**src/rtl/gs_project_engine_pkg.sv**
```systemverilog
// Shared definitions for the Gram-Schmidt projection engine.
// Holds the controller state encoding, default configuration values,
// the widths derived from them, and the saturating clamp used by the datapath.
// No ports: this file is a package.
package qr_pkg;

   localparam int GS_DATA_WIDTH = 16;
   localparam int GS_FRAC_BITS  = 8;
   localparam int GS_N          = 3;
   localparam int GS_MAX_Q      = 3;

   // Widths for the default configuration; modules recompute these from their own parameters
   localparam int ACC_W  = 2 * GS_DATA_WIDTH + $clog2(GS_N);
   localparam int IDX_W  = (GS_MAX_Q > 1) ? $clog2(GS_MAX_Q) : 1;
   localparam int QCNT_W = $clog2(GS_MAX_Q + 1);

   typedef enum logic [2:0] {
      IDLE,
      LOAD_V,
      DOT,
      R_EMIT,
      UPDATE,
      OUT
   } state_t;

   // Clamp a wide signed value into a signed word of 'width' bits
   function automatic logic signed [63:0] sat(input logic signed [63:0] x, input int width);
      logic signed [63:0] hi;
      logic signed [63:0] lo;
      hi = (64'sd1 <<< (width - 1)) - 64'sd1;
      lo = -(64'sd1 <<< (width - 1));
      if (x > hi) return hi;
      else if (x < lo) return lo;
      else return x;
   endfunction

endpackage

```
**src/rtl/gs_project_engine_if.sv**
```systemverilog
// Handshake bundle of the projection engine.
// slave  : seen by the engine (q/v inputs, u_out_ready in; r/u streams and status out)
// master : seen by whoever feeds the engine and drains its results
interface gs_project_engine_if #(
   parameter int DATA_WIDTH = 16,
   parameter int MAX_Q      = 3
);
   localparam int IDX_LEN = (MAX_Q > 1) ? $clog2(MAX_Q) : 1;
   localparam int CNT_LEN = $clog2(MAX_Q + 1);

   logic                  q_clear;
   logic                  q_in_valid;
   logic                  q_in_ready;
   logic [DATA_WIDTH-1:0] q_in_data;
   logic [CNT_LEN-1:0]    q_count;
   logic                  v_in_valid;
   logic                  v_in_ready;
   logic [DATA_WIDTH-1:0] v_in_data;
   logic                  r_out_valid;
   logic [IDX_LEN-1:0]    r_out_idx;
   logic [DATA_WIDTH-1:0] r_out_data;
   logic                  u_out_valid;
   logic                  u_out_ready;
   logic [DATA_WIDTH-1:0] u_out_data;
   logic                  u_out_last;
   logic                  busy;
   logic                  overflow;

   modport master (
      output q_clear, q_in_valid, q_in_data, v_in_valid, v_in_data, u_out_ready,
      input  q_in_ready, q_count, v_in_ready, r_out_valid, r_out_idx, r_out_data,
             u_out_valid, u_out_data, u_out_last, busy, overflow
   );

   modport slave (
      input  q_clear, q_in_valid, q_in_data, v_in_valid, v_in_data, u_out_ready,
      output q_in_ready, q_count, v_in_ready, r_out_valid, r_out_idx, r_out_data,
             u_out_valid, u_out_data, u_out_last, busy, overflow
   );

endinterface

```
**src/rtl/gs_project_engine_mac_sat.sv**
```systemverilog
// Shared arithmetic unit of the projection engine: one signed multiplier feeding
// either an accumulate path (dot product, result scaled and saturated) or a
// scale-and-subtract path (residual update, saturated).
// Ports: sub_mode selects the subtract path; op_a/op_b multiplier operands;
// acc_in/acc_out running accumulator; sub_in minuend; sat_out saturated word;
// clamp high when sat_out had to be clamped.
module gs_mac_sat
   import qr_pkg::*;
#(
   parameter int DATA_WIDTH = 16,
   parameter int FRAC_BITS  = 8,
   parameter int ACC_W      = 34
)(
   input  logic                         sub_mode,
   input  logic signed [DATA_WIDTH-1:0] op_a,
   input  logic signed [DATA_WIDTH-1:0] op_b,
   input  logic signed [DATA_WIDTH-1:0] sub_in,
   input  logic signed [ACC_W-1:0]      acc_in,
   output logic signed [ACC_W-1:0]      acc_out,
   output logic signed [DATA_WIDTH-1:0] sat_out,
   output logic                         clamp
);
   localparam int PW = 2 * DATA_WIDTH;

   logic signed [PW-1:0] product;
   logic signed [63:0]   wide;
   logic signed [63:0]   limited;

   // Full-precision product; the accumulate path also yields the scaled r value
   // so the last MAC cycle can register r directly.
   always_comb begin
      product = PW'(op_a) * PW'(op_b);
      acc_out = acc_in + ACC_W'(product);
      if (sub_mode) wide = 64'(sub_in) - 64'(product >>> FRAC_BITS);
      else          wide = 64'(acc_out >>> FRAC_BITS);
      limited = sat(wide, DATA_WIDTH);
      sat_out = limited[DATA_WIDTH-1:0];
      clamp   = (limited != wide);
   end

endmodule

```
**src/rtl/gs_project_engine.sv**
```systemverilog
// Gram-Schmidt projection engine. Stores up to MAX_Q q vectors of length N,
// takes a column v, emits r_j = q_j . u for each stored q (modified Gram-Schmidt,
// u updated after every projection) and streams out the residual u.
// Ports: clk, reset (synchronous, active high); bus carries the q load stream,
// q_clear, the v stream, the r pulse stream, the u residual stream, q_count,
// busy and the sticky overflow flag.
module gs_project_engine
   import qr_pkg::*;
#(
   parameter int DATA_WIDTH = GS_DATA_WIDTH,
   parameter int FRAC_BITS  = GS_FRAC_BITS,
   parameter int N          = GS_N,
   parameter int MAX_Q      = GS_MAX_Q
)(
   input logic                clk,
   input logic                reset,
   gs_project_engine_if.slave bus
);
   localparam int ACC_LEN = 2 * DATA_WIDTH + $clog2(N);
   localparam int IDX_LEN = (MAX_Q > 1) ? $clog2(MAX_Q) : 1;
   localparam int CNT_LEN = $clog2(MAX_Q + 1);
   localparam int EW      = $clog2(N);

   state_t                      state;
   logic [CNT_LEN-1:0]          q_count;
   logic [EW-1:0]               q_e;
   logic [EW-1:0]               e;
   logic [EW-1:0]               o;
   logic [IDX_LEN-1:0]          j;
   logic signed [ACC_LEN-1:0]   acc;
   logic                        r_out_valid;
   logic [IDX_LEN-1:0]          r_out_idx;
   logic signed [DATA_WIDTH-1:0] r_out_data;
   logic                        u_out_valid;
   logic [DATA_WIDTH-1:0]       u_out_data;
   logic                        u_out_last;
   logic                        overflow;

   logic signed [DATA_WIDTH-1:0] q_mem [MAX_Q][N];
   logic signed [DATA_WIDTH-1:0] u_mem [N];

   logic signed [DATA_WIDTH-1:0] op_a;
   logic signed [DATA_WIDTH-1:0] op_b;
   logic signed [DATA_WIDTH-1:0] sub_in;
   logic signed [ACC_LEN-1:0]    acc_out;
   logic signed [DATA_WIDTH-1:0] sat_out;
   logic                         clamp;

   // Readies are held low while reset is asserted so nothing is accepted then
   assign bus.q_in_ready  = !reset && (state == IDLE) && (q_count < CNT_LEN'(MAX_Q));
   assign bus.v_in_ready  = !reset && ((state == IDLE) || (state == LOAD_V));
   assign bus.busy        = (state != IDLE);
   assign bus.q_count     = q_count;
   assign bus.r_out_valid = r_out_valid;
   assign bus.r_out_idx   = r_out_idx;
   assign bus.r_out_data  = r_out_data;
   assign bus.u_out_valid = u_out_valid;
   assign bus.u_out_data  = u_out_data;
   assign bus.u_out_last  = u_out_last;
   assign bus.overflow    = overflow;

   // The single multiplier computes q_j[e]*u[e] in DOT and r_j*q_j[e] in UPDATE
   always_comb begin
      op_a   = q_mem[j][e];
      op_b   = u_mem[e];
      sub_in = u_mem[e];
      if (state == UPDATE) begin
         op_a = r_out_data;
         op_b = q_mem[j][e];
      end
   end

   gs_mac_sat #(
      .DATA_WIDTH (DATA_WIDTH),
      .FRAC_BITS  (FRAC_BITS),
      .ACC_W      (ACC_LEN)
   ) u_mac (
      .sub_mode (state == UPDATE),
      .op_a     (op_a),
      .op_b     (op_b),
      .sub_in   (sub_in),
      .acc_in   (acc),
      .acc_out  (acc_out),
      .sat_out  (sat_out),
      .clamp    (clamp)
   );

   // Controller: loads q/v, runs N-cycle dot and update phases per stored q,
   // then streams u. r_out_data doubles as the r operand during UPDATE.
   // u_mem[0] is never written in the cycle OUT is entered (N>=2), so it can be
   // preloaded into u_out_data on entry.
   always_ff @(posedge clk) begin
      if (reset) begin
         state       <= IDLE;
         q_count     <= '0;
         q_e         <= '0;
         e           <= '0;
         o           <= '0;
         j           <= '0;
         acc         <= '0;
         r_out_valid <= 1'b0;
         r_out_idx   <= '0;
         r_out_data  <= '0;
         u_out_valid <= 1'b0;
         u_out_data  <= '0;
         u_out_last  <= 1'b0;
         overflow    <= 1'b0;
      end else begin
         case (state)
            IDLE: begin
               if (bus.q_clear) begin
                  q_count  <= '0;
                  q_e      <= '0;
                  overflow <= 1'b0;
               end else if (bus.q_in_valid && (q_count < CNT_LEN'(MAX_Q))) begin
                  q_mem[q_count][q_e] <= bus.q_in_data;
                  if (q_e == EW'(N - 1)) begin
                     q_e     <= '0;
                     q_count <= q_count + 1'b1;
                  end else begin
                     q_e <= q_e + 1'b1;
                  end
               end
               if (bus.v_in_valid) begin
                  u_mem[0] <= bus.v_in_data;
                  e        <= EW'(1);
                  state    <= LOAD_V;
               end
            end
            LOAD_V: begin
               if (bus.v_in_valid) begin
                  u_mem[e] <= bus.v_in_data;
                  if (e == EW'(N - 1)) begin
                     e <= '0;
                     j <= '0;
                     if (q_count != '0) begin
                        state <= DOT;
                     end else begin
                        state       <= OUT;
                        o           <= '0;
                        u_out_valid <= 1'b1;
                        u_out_data  <= u_mem[0];
                        u_out_last  <= 1'b0;
                     end
                  end else begin
                     e <= e + 1'b1;
                  end
               end
            end
            DOT: begin
               acc <= acc_out;
               if (e == EW'(N - 1)) begin
                  e           <= '0;
                  r_out_data  <= sat_out;
                  r_out_idx   <= j;
                  r_out_valid <= 1'b1;
                  if (clamp) overflow <= 1'b1;
                  state       <= R_EMIT;
               end else begin
                  e <= e + 1'b1;
               end
            end
            R_EMIT: begin
               r_out_valid <= 1'b0;
               acc         <= '0;
               state       <= UPDATE;
            end
            UPDATE: begin
               u_mem[e] <= sat_out;
               if (clamp) overflow <= 1'b1;
               if (e == EW'(N - 1)) begin
                  e <= '0;
                  if ((32'(j) + 32'd1) < 32'(q_count)) begin
                     j     <= j + 1'b1;
                     state <= DOT;
                  end else begin
                     j           <= '0;
                     state       <= OUT;
                     o           <= '0;
                     u_out_valid <= 1'b1;
                     u_out_data  <= u_mem[0];
                     u_out_last  <= 1'b0;
                  end
               end else begin
                  e <= e + 1'b1;
               end
            end
            OUT: begin
               if (bus.u_out_ready) begin
                  if (o == EW'(N - 1)) begin
                     o           <= '0;
                     u_out_valid <= 1'b0;
                     u_out_data  <= '0;
                     u_out_last  <= 1'b0;
                     state       <= IDLE;
                  end else begin
                     o          <= o + 1'b1;
                     u_out_data <= u_mem[o + 1'b1];
                     u_out_last <= ((o + 1'b1) == EW'(N - 1));
                  end
               end
            end
            default: state <= IDLE;
         endcase
      end
   end

endmodule

```
**src/flat_wrapper.sv**
```systemverilog
// flat-port wrapper written by rule: the top's interface ports become plain ports
module gs_project_engine_flat import qr_pkg::*;
#(
   parameter int DATA_WIDTH = GS_DATA_WIDTH,
   parameter int FRAC_BITS  = GS_FRAC_BITS,
   parameter int N          = GS_N,
   parameter int MAX_Q      = GS_MAX_Q
)
  (clk, reset, bus_q_clear, bus_q_in_valid, bus_q_in_data, bus_v_in_valid, bus_v_in_data, bus_u_out_ready, bus_q_in_ready, bus_q_count, bus_v_in_ready, bus_r_out_valid, bus_r_out_idx, bus_r_out_data, bus_u_out_valid, bus_u_out_data, bus_u_out_last, bus_busy, bus_overflow);
  gs_project_engine_if #(.DATA_WIDTH(DATA_WIDTH), .MAX_Q(MAX_Q)) bus_i ();
  input logic clk;
  input logic reset;
  input wire logic [$bits(bus_i.q_clear)-1:0] bus_q_clear;
  input wire logic [$bits(bus_i.q_in_valid)-1:0] bus_q_in_valid;
  input wire logic [$bits(bus_i.q_in_data)-1:0] bus_q_in_data;
  input wire logic [$bits(bus_i.v_in_valid)-1:0] bus_v_in_valid;
  input wire logic [$bits(bus_i.v_in_data)-1:0] bus_v_in_data;
  input wire logic [$bits(bus_i.u_out_ready)-1:0] bus_u_out_ready;
  output wire logic [$bits(bus_i.q_in_ready)-1:0] bus_q_in_ready;
  output wire logic [$bits(bus_i.q_count)-1:0] bus_q_count;
  output wire logic [$bits(bus_i.v_in_ready)-1:0] bus_v_in_ready;
  output wire logic [$bits(bus_i.r_out_valid)-1:0] bus_r_out_valid;
  output wire logic [$bits(bus_i.r_out_idx)-1:0] bus_r_out_idx;
  output wire logic [$bits(bus_i.r_out_data)-1:0] bus_r_out_data;
  output wire logic [$bits(bus_i.u_out_valid)-1:0] bus_u_out_valid;
  output wire logic [$bits(bus_i.u_out_data)-1:0] bus_u_out_data;
  output wire logic [$bits(bus_i.u_out_last)-1:0] bus_u_out_last;
  output wire logic [$bits(bus_i.busy)-1:0] bus_busy;
  output wire logic [$bits(bus_i.overflow)-1:0] bus_overflow;
  assign bus_i.q_clear = bus_q_clear;
  assign bus_i.q_in_valid = bus_q_in_valid;
  assign bus_i.q_in_data = bus_q_in_data;
  assign bus_i.v_in_valid = bus_v_in_valid;
  assign bus_i.v_in_data = bus_v_in_data;
  assign bus_i.u_out_ready = bus_u_out_ready;
  assign bus_q_in_ready = bus_i.q_in_ready;
  assign bus_q_count = bus_i.q_count;
  assign bus_v_in_ready = bus_i.v_in_ready;
  assign bus_r_out_valid = bus_i.r_out_valid;
  assign bus_r_out_idx = bus_i.r_out_idx;
  assign bus_r_out_data = bus_i.r_out_data;
  assign bus_u_out_valid = bus_i.u_out_valid;
  assign bus_u_out_data = bus_i.u_out_data;
  assign bus_u_out_last = bus_i.u_out_last;
  assign bus_busy = bus_i.busy;
  assign bus_overflow = bus_i.overflow;
  gs_project_engine #(.DATA_WIDTH(DATA_WIDTH), .FRAC_BITS(FRAC_BITS), .N(N), .MAX_Q(MAX_Q)) u_core (.clk(clk), .reset(reset), .bus(bus_i));
endmodule
```
**config.mk**
```make
export PLATFORM = sky130hd
export DESIGN_NAME = gs_project_engine_flat
export DESIGN_NICKNAME = d
export VERILOG_FILES = /design/src/rtl/gs_project_engine_pkg.sv /design/src/rtl/gs_project_engine_if.sv /design/src/rtl/gs_project_engine_mac_sat.sv /design/src/rtl/gs_project_engine.sv /design/src/flat_wrapper.sv
export SDC_FILE = /design/constraint.sdc
export NUM_CORES = 1
export LEC_CHECK = 0
export BUFFER_PORTS_ARGS = -buffer_cell sky130_fd_sc_hd__buf_2
export CAP_MARGIN = 20
export CORE_MARGIN = 4
export CORE_UTILIZATION = 65
export CTS_BUF_LIST = sky130_fd_sc_hd__clkbuf_4 sky130_fd_sc_hd__clkbuf_8
export CTS_CLUSTER_SIZE = 24
export DETAILED_ROUTE_END_ITERATION = 10
export PLACE_DENSITY_LB_ADDON = 0.08
export SYNTH_ARGS = -nofsm -noshare
export SYNTH_HDL_FRONTEND = slang
export SYNTH_SLANG_ARGS = --single-unit
export TNS_END_PERCENT = 10
```
**constraint.sdc**
```tcl
create_clock -name clk -period 17.73 [get_ports clk]
set_input_delay 1.773 -clock clk [delete_from_list [all_inputs] [get_ports clk]]
set_output_delay 1.773 -clock clk [all_outputs]
set_load 0.02 [all_outputs]
```
; ---- Word level (Yosys, flattened, before mapping)
; Memories as Yosys holds them, arrays and structs flattened. A register that Yosys moved wholly into a read port is not among the register bits.
; Cells that the tools add are included.
[classes]
n_addsub = 8
multipliers = 1
n_lt_le_gt_ge = 7
n_eq_ne = 20
mux = 97
n_bitwise = 3
reduce_logical = 29
[ops]
columns = op, n
row1 = $mux W16, 14
row2 = $mux W64, 3
row3 = $pmux W34 S2, 1
row4 = $gt A64 B16 Y1 const B, 1
row5 = $lt A64 B16 Y1 const B, 1
row6 = $ne A64 B64 Y1, 1
row7 = $mux W2, 25
row8 = $mux W48, 1
row9 = $pmux W16 S3, 1
row10 = $add A34 B32 Y34, 1
row11 = $mux W1, 33
row12 = $bmux W16 S2, 1
row13 = $demux W16 S2, 1
row14 = $lt A32 B2 Y1, 1
row15 = $mul A16 B16 Y32, 1
row16 = $mux W3, 9
row17 = $sub A16 B24 Y25, 1
row18 = $pmux W3 S6, 1
row19 = $reduce_or A16 Y1, 1
row20 = $ne A2 B2 Y1 const B, 7
row21 = $reduce_and A7 Y1, 2
row22 = $pmux W2 S3, 2
row23 = $reduce_bool A3 Y1, 4
row24 = $add A2 B1 Y2 const B, 5
row25 = 24 further kinds, 47
[word_totals]
reg_bits = 85
mem_bits_rw = 192
wordCells = 181
n_memories = 2
[mem_list]
columns = name, depth, width, rd, rd_ports_with_merged_regs, write_ports, line
row1 = u_core.q_mem, 3, 48, 1, 1, 1, gs_project_engine.sv:39  ; logic signed [DATA_WIDTH-1:0] q_mem [MAX_Q][N];
row2 = u_core.u_mem, 3, 16, 3, 1, 1, gs_project_engine.sv:40  ; logic signed [DATA_WIDTH-1:0] u_mem [N];

; ---- Logic depth before layout (Yosys ltp)
[depth]
ltp_word = 15
ltp_mapped = 47
depth_no_buf = 43

; ---- Modules after synthesis
; From an unflattened synthesis, not the netlist that was laid out.
[hier_totals]
cells_unflattened = 2610
area_unflattened_um2 = 25381.8
[modules_own_cells]
columns = module, n_inst, cells_each, area_each_um2
row1 = gs_mac_sat, 1, 1571, 13289.0
row2 = gs_project_engine, 1, 1039, 12092.8

; ---- Worst setup path after synthesis
; No wires, ideal clock.
[synth_path]
path_type = reg2reg
start = register with a tool-made name
end = memory u_core.u_mem[0][13] (data pin)
t_arrival_ns = 10.925
path_slack_ns = 6.531
stages_incl_launch_ff = 45
n_path_buf = 5
cell_sequence = dfxtp_1 -> clkbuf_1 -> clkbuf_1 -> buf_1 -> mux2i_1 -> o22ai_1 -> o21ai_0 -> nor2_1 -> a21oi_1 -> clkbuf_1 -> nor2_1 -> fa_1 -> inv_1 -> fa_1 -> fa_1 -> fa_1 -> inv_1 -> fa_1 -> [9 not listed] -> nor3_1 -> or3_1 -> a21o_1 -> xor2_1 -> inv_1 -> ha_1 -> a21oi_1 -> o21ai_0 -> a211oi_1 -> o31ai_1 -> or4_1 -> nand4_1 -> a31o_2 -> o211a_1 -> a41oi_2 -> buf_4 -> a211oi_1 -> o21ai_1
[synth_lines]
columns = item, line
row1 = "end, declared", gs_project_engine.sv:40

; ---- Worst setup path in the final report
[layout_path]
start = register u_core.e[0]
end = memory u_core.u_mem[1][12] (data pin)
[layout_via]
elab_chain_cells = 13
word_cells_on_any_way = 16
cone_classes = add/sub: 2 / mul: 1 / order compare: 2 / mux: 10 / bitwise: 1
[layout_rtl]
columns = item, line
row1 = "start, declared", gs_project_engine.sv:27  ; logic [EW-1:0] e;
row2 = "start signal, assigned", gs_project_engine.sv:146  ; e <= e + 1'b1;
row3 = "start signal, assigned", gs_project_engine.sv:160  ; e <= e + 1'b1;
row4 = "start signal, assigned", gs_project_engine.sv:185  ; e <= e + 1'b1;
row5 = $not A2 Y3 (not written as such) *, "gs_project_engine.sv:64, gs_project_engine.sv:69"
row6 = $bmux W16 S2 *, gs_project_engine.sv:69  ; op_b = q_mem[j][e];
row7 = $mux W16 (not written as such) * (2 in a row), gs_project_engine.sv:69
row8 = $mux W16, gs_project_engine.sv:67  ; if (state == UPDATE) begin
row9 = $mul A16 B16 Y32 *, gs_project_engine_mac_sat.sv:32  ; product = PW'(op_a) * PW'(op_b);
row10 = $add A34 B32 Y34 or $sub A16 B24 Y25 (tied branches), "gs_project_engine_mac_sat.sv:33, gs_project_engine_mac_sat.sv:34"
row11 = $mux W64 *, gs_project_engine_mac_sat.sv:34  ; if (sub_mode) wide = 64'(sub_in) - 64'(product >>> FRAC_BITS);
row12 = $lt A64 B16 Y1, gs_project_engine_pkg.sv:33  ; else if (x < lo) return lo;
row13 = $mux W64, gs_project_engine_pkg.sv:33
row14 = $mux W64 *, gs_project_engine_pkg.sv:32  ; if (x > hi) return hi;
row15 = $mux W16 (no line) * (2 in a row), n/a
; Mark *: on every way between the ends. The rest lies on a longest branch, timed or not. The select of a mux whose other input is x is not followed.

==> flow_metrics.env <==
export IMPL_core_rowCount=71
export IMPL_cts_resized=0
export IMPL_fin_util_pct=71.74
export IMPL_status="complete, no violations"
export IMPL_crit_family="compound AO/OA/AOI/OAI gates"
export IMPL_clock_fmax_mhz=78.21
export IMPL_grt_start_max_net_pins=67
export IMPL_syn_area_per_cell_um2=9.572
export IMPL_cts_buffer_depth=3
export IMPL_postCtsSetupBuffers=0
export IMPL_seq_area_frac_synth_pct=29.99
export IMPL_synth_seq_cells=280
export IMPL_required_ps=18040
export IMPL_yosysWarningCount=0
export IMPL_grt_usage_pct=34.05
export IMPL_cts_buffers_inserted=47
export IMPL_yosysTopAreaCell="edfxtp_1"
export IMPL_setup_tns_ps=0
export IMPL_dr_pass1_iters=8
export IMPL_synth_commonest_cells="378 x inv_1, 282 x nor2_1, 270 x nand2_1, 264 x fa_1, 192 x edfxtp_1"
export IMPL_antenna_found_initial=0
export IMPL_syn_nets=3074
export IMPL_r2r_start="u_core.e[0]"
export IMPL_coreArea_um2=37840
export IMPL_drv_cap=0
export IMPL_r2r_cells=40
export IMPL_clock_skew_ps=31.61
export IMPL_syn_area_um2=25100
export IMPL_place_hpwl_mm=52.74
export IMPL_fin_nets=3150
export IMPL_ys_flop_type="edfxtp_1"
export IMPL_period_share_pct=72.11
export IMPL_crit_top_cell="fa_1"
export IMPL_viasPerCell=6.070
export IMPL_holdCritStartpoint="u_core.bus.r_out_idx[0]"
export IMPL_hold_slack_ps=460.1
export IMPL_r2r_end="u_core.u_mem[1][12]"
export IMPL_drc_errors=0
export IMPL_post_route_min_period_ps=12790
export IMPL_hold_viol=0
export IMPL_synth_edf_count=192
export IMPL_drt_iter0_markers=1598
export IMPL_grt_pass1_wl_mm=110.5
export IMPL_criticalPathCategory="register to register"
export IMPL_clock_latency_ps=620
export IMPL_grt_setup_unrepaired="false"
export IMPL_pin_count=81
export IMPL_end_kind="register"
export IMPL_cp_start_kind="register"
export IMPL_drive_gt1_share_pct=9.722
export IMPL_min_path_type="register to register"
export IMPL_num_vias=19710
export IMPL_numPortBuffers=80
export IMPL_die_w_um=204.5
export IMPL_wirelength_mm=69.28
export IMPL_slew_viol_final=0
export IMPL_diodes=0
export IMPL_crit_arrival_ps=13090
export IMPL_yosys_cell_types_count=79
export IMPL_async_flop_share_pct=0
export IMPL_clk_pin_slew_ps=60
export IMPL_holdPathEnd="u_core.bus.r_out_idx[0]"
export IMPL_crit_buf_inv=6
export IMPL_post_dp_cell_area_um2=26140
export IMPL_synth_most_common_cell="inv_1"
export IMPL_grt_overflow=0
export IMPL_grt_pass1_vias=20050
export IMPL_yosys_area_top_type_share_pct=22.97
export IMPL_ant_nets=0
export IMPL_wire_per_inst_um=21.34
export IMPL_stdcell_area_um2=27150
export IMPL_start_util_pct=66.32
export IMPL_cpPeakStageDelay_ps=860
export IMPL_synth_area_leaders="edfxtp_1 23%, fa_1 21%, ha_1 7.5%"
export IMPL_relSlewSlack_pct=27.98
export IMPL_netlist_instances=2622
export IMPL_cts_tree="done"
export IMPL_cts_htree_levels=2
export IMPL_numClockSinks=280
export IMPL_cts_hold_buf=0
export IMPL_cts_root_buffer="clkbuf_8"
export IMPL_fp_dieH_um=204.5
export IMPL_tightest_slew_ps=1073
export IMPL_path_max_fanout=40
export IMPL_gp_congestion=0.9871
export IMPL_syn_to_final_growth_pct=8.181
export IMPL_die_area_um2=41820
export IMPL_worst_r2r_setup_slack_ps=4940
export IMPL_cp_slowest_cell="o21ai_1"
export IMPL_hold_depth=2
export IMPL_setup_viol=0
## flip-flops by register name, indices dropped and copies added, names as in the netlist, 3 cells and up, named ones only
name	count
u_core.bus.r_out_data	16
u_core.acc	34
u_core.bus.u_out_data	16
u_core.state	3
u_core.q_mem	144
u_core.u_mem	48
## worst max-delay path by stage
| stage | start | end | slack (ps) | cells after the start |
|---|---|---|---|---|
| 4_1_cts | u_core.e[0] | u_core.u_mem[1][12] | 5100 | 40 |
| 3_5_place_dp | u_core.e[0] | u_core.u_mem[0][3] | 5190 | 40 |
| 6_report | u_core.e[0] | u_core.u_mem[1][12] | 4940 | 40 |
| 2_1_floorplan | register | u_core.u_mem[0][13] | 6530 | 44 |
| 3_3_place_gp | register | u_core.u_mem[0][3] | 5360 | 39 |
| 5_1_grt | u_core.e[0] | u_core.u_mem[1][12] | 4270 | 40 |
## final cells by class
class                      instances  area, um2
inverter                         378       1419
timing repair buffer             128      780.7
clock inverter                    26      212.7
tap                              511      639.4
multi-input combinational       1863      15810
sequential                       280       7528
clock buffer                      61      758.2
fill                            2906      10690
## through the flow
stage          setup WS (ps)  instances
2_1_floorplan           6531       2622
3_3_place_gp            5361       3157
3_5_place_dp            5189       3158
4_1_cts                 5096       3245
5_1_grt                 4269       3247
6_report                4944       3247
## cells in the final DEF (no fill, tap or decap), types with 25 or more instances in the layout
cell / count
inv_1: 378
nor2_1: 281
nand2_1: 269
fa_1: 264
edfxtp_1: 192
ha_1: 150
a21oi_1: 113
o21ai_0: 96
dfxtp_1: 87
buf_2: 80
mux2i_1: 71
xnor2_1: 55
clkbuf_8: 48
buf_4: 46
o21ai_1: 43
a22oi_1: 43
nand2b_1: 38
o21a_1: 38
a211oi_1: 38
a21o_1: 29
nor3_1: 28
xor2_1: 25
## layer usage
| metal | share of wire [%] | GRT usage [%] |
|---|---|---|
| met3 | 8.4 | 6.095 |
| met5 | 0 | 0 |
| met4 | 4.8 | 14.64 |
| met1 | 39 | 44.40 |
| met2 | 48 | 56.53 |
## worst register-to-register path, delay by kind of cell, from the launching register on
kind	cells	cell delay [ps]
buffers and inverters	6	900
and+or+nand+nor	8	2240
adders and majority gates	8	3800
AOI/OAI and AO/OA	17	5000
DFF	1	310
xor gates and xnor gates	1	240
## cells by family (layout without fill, tap and decap cells)
family,after synthesis,after routing,share of synthesized area [%]
buffers and inverters,479,593,7.189
muxes,87,87,4.268
adders and majority gates,414,414,28.54
AOI/OAI and AO/OA,538,538,14.17
DFF,280,280,29.99
and+or+nand+nor,743,743,12.96
xor gates and xnor gates,81,81,2.882
Power is left out: the tool's default activity adds up to more than one toggle a clock period on the data nets, which glitch-free logic cannot reach.
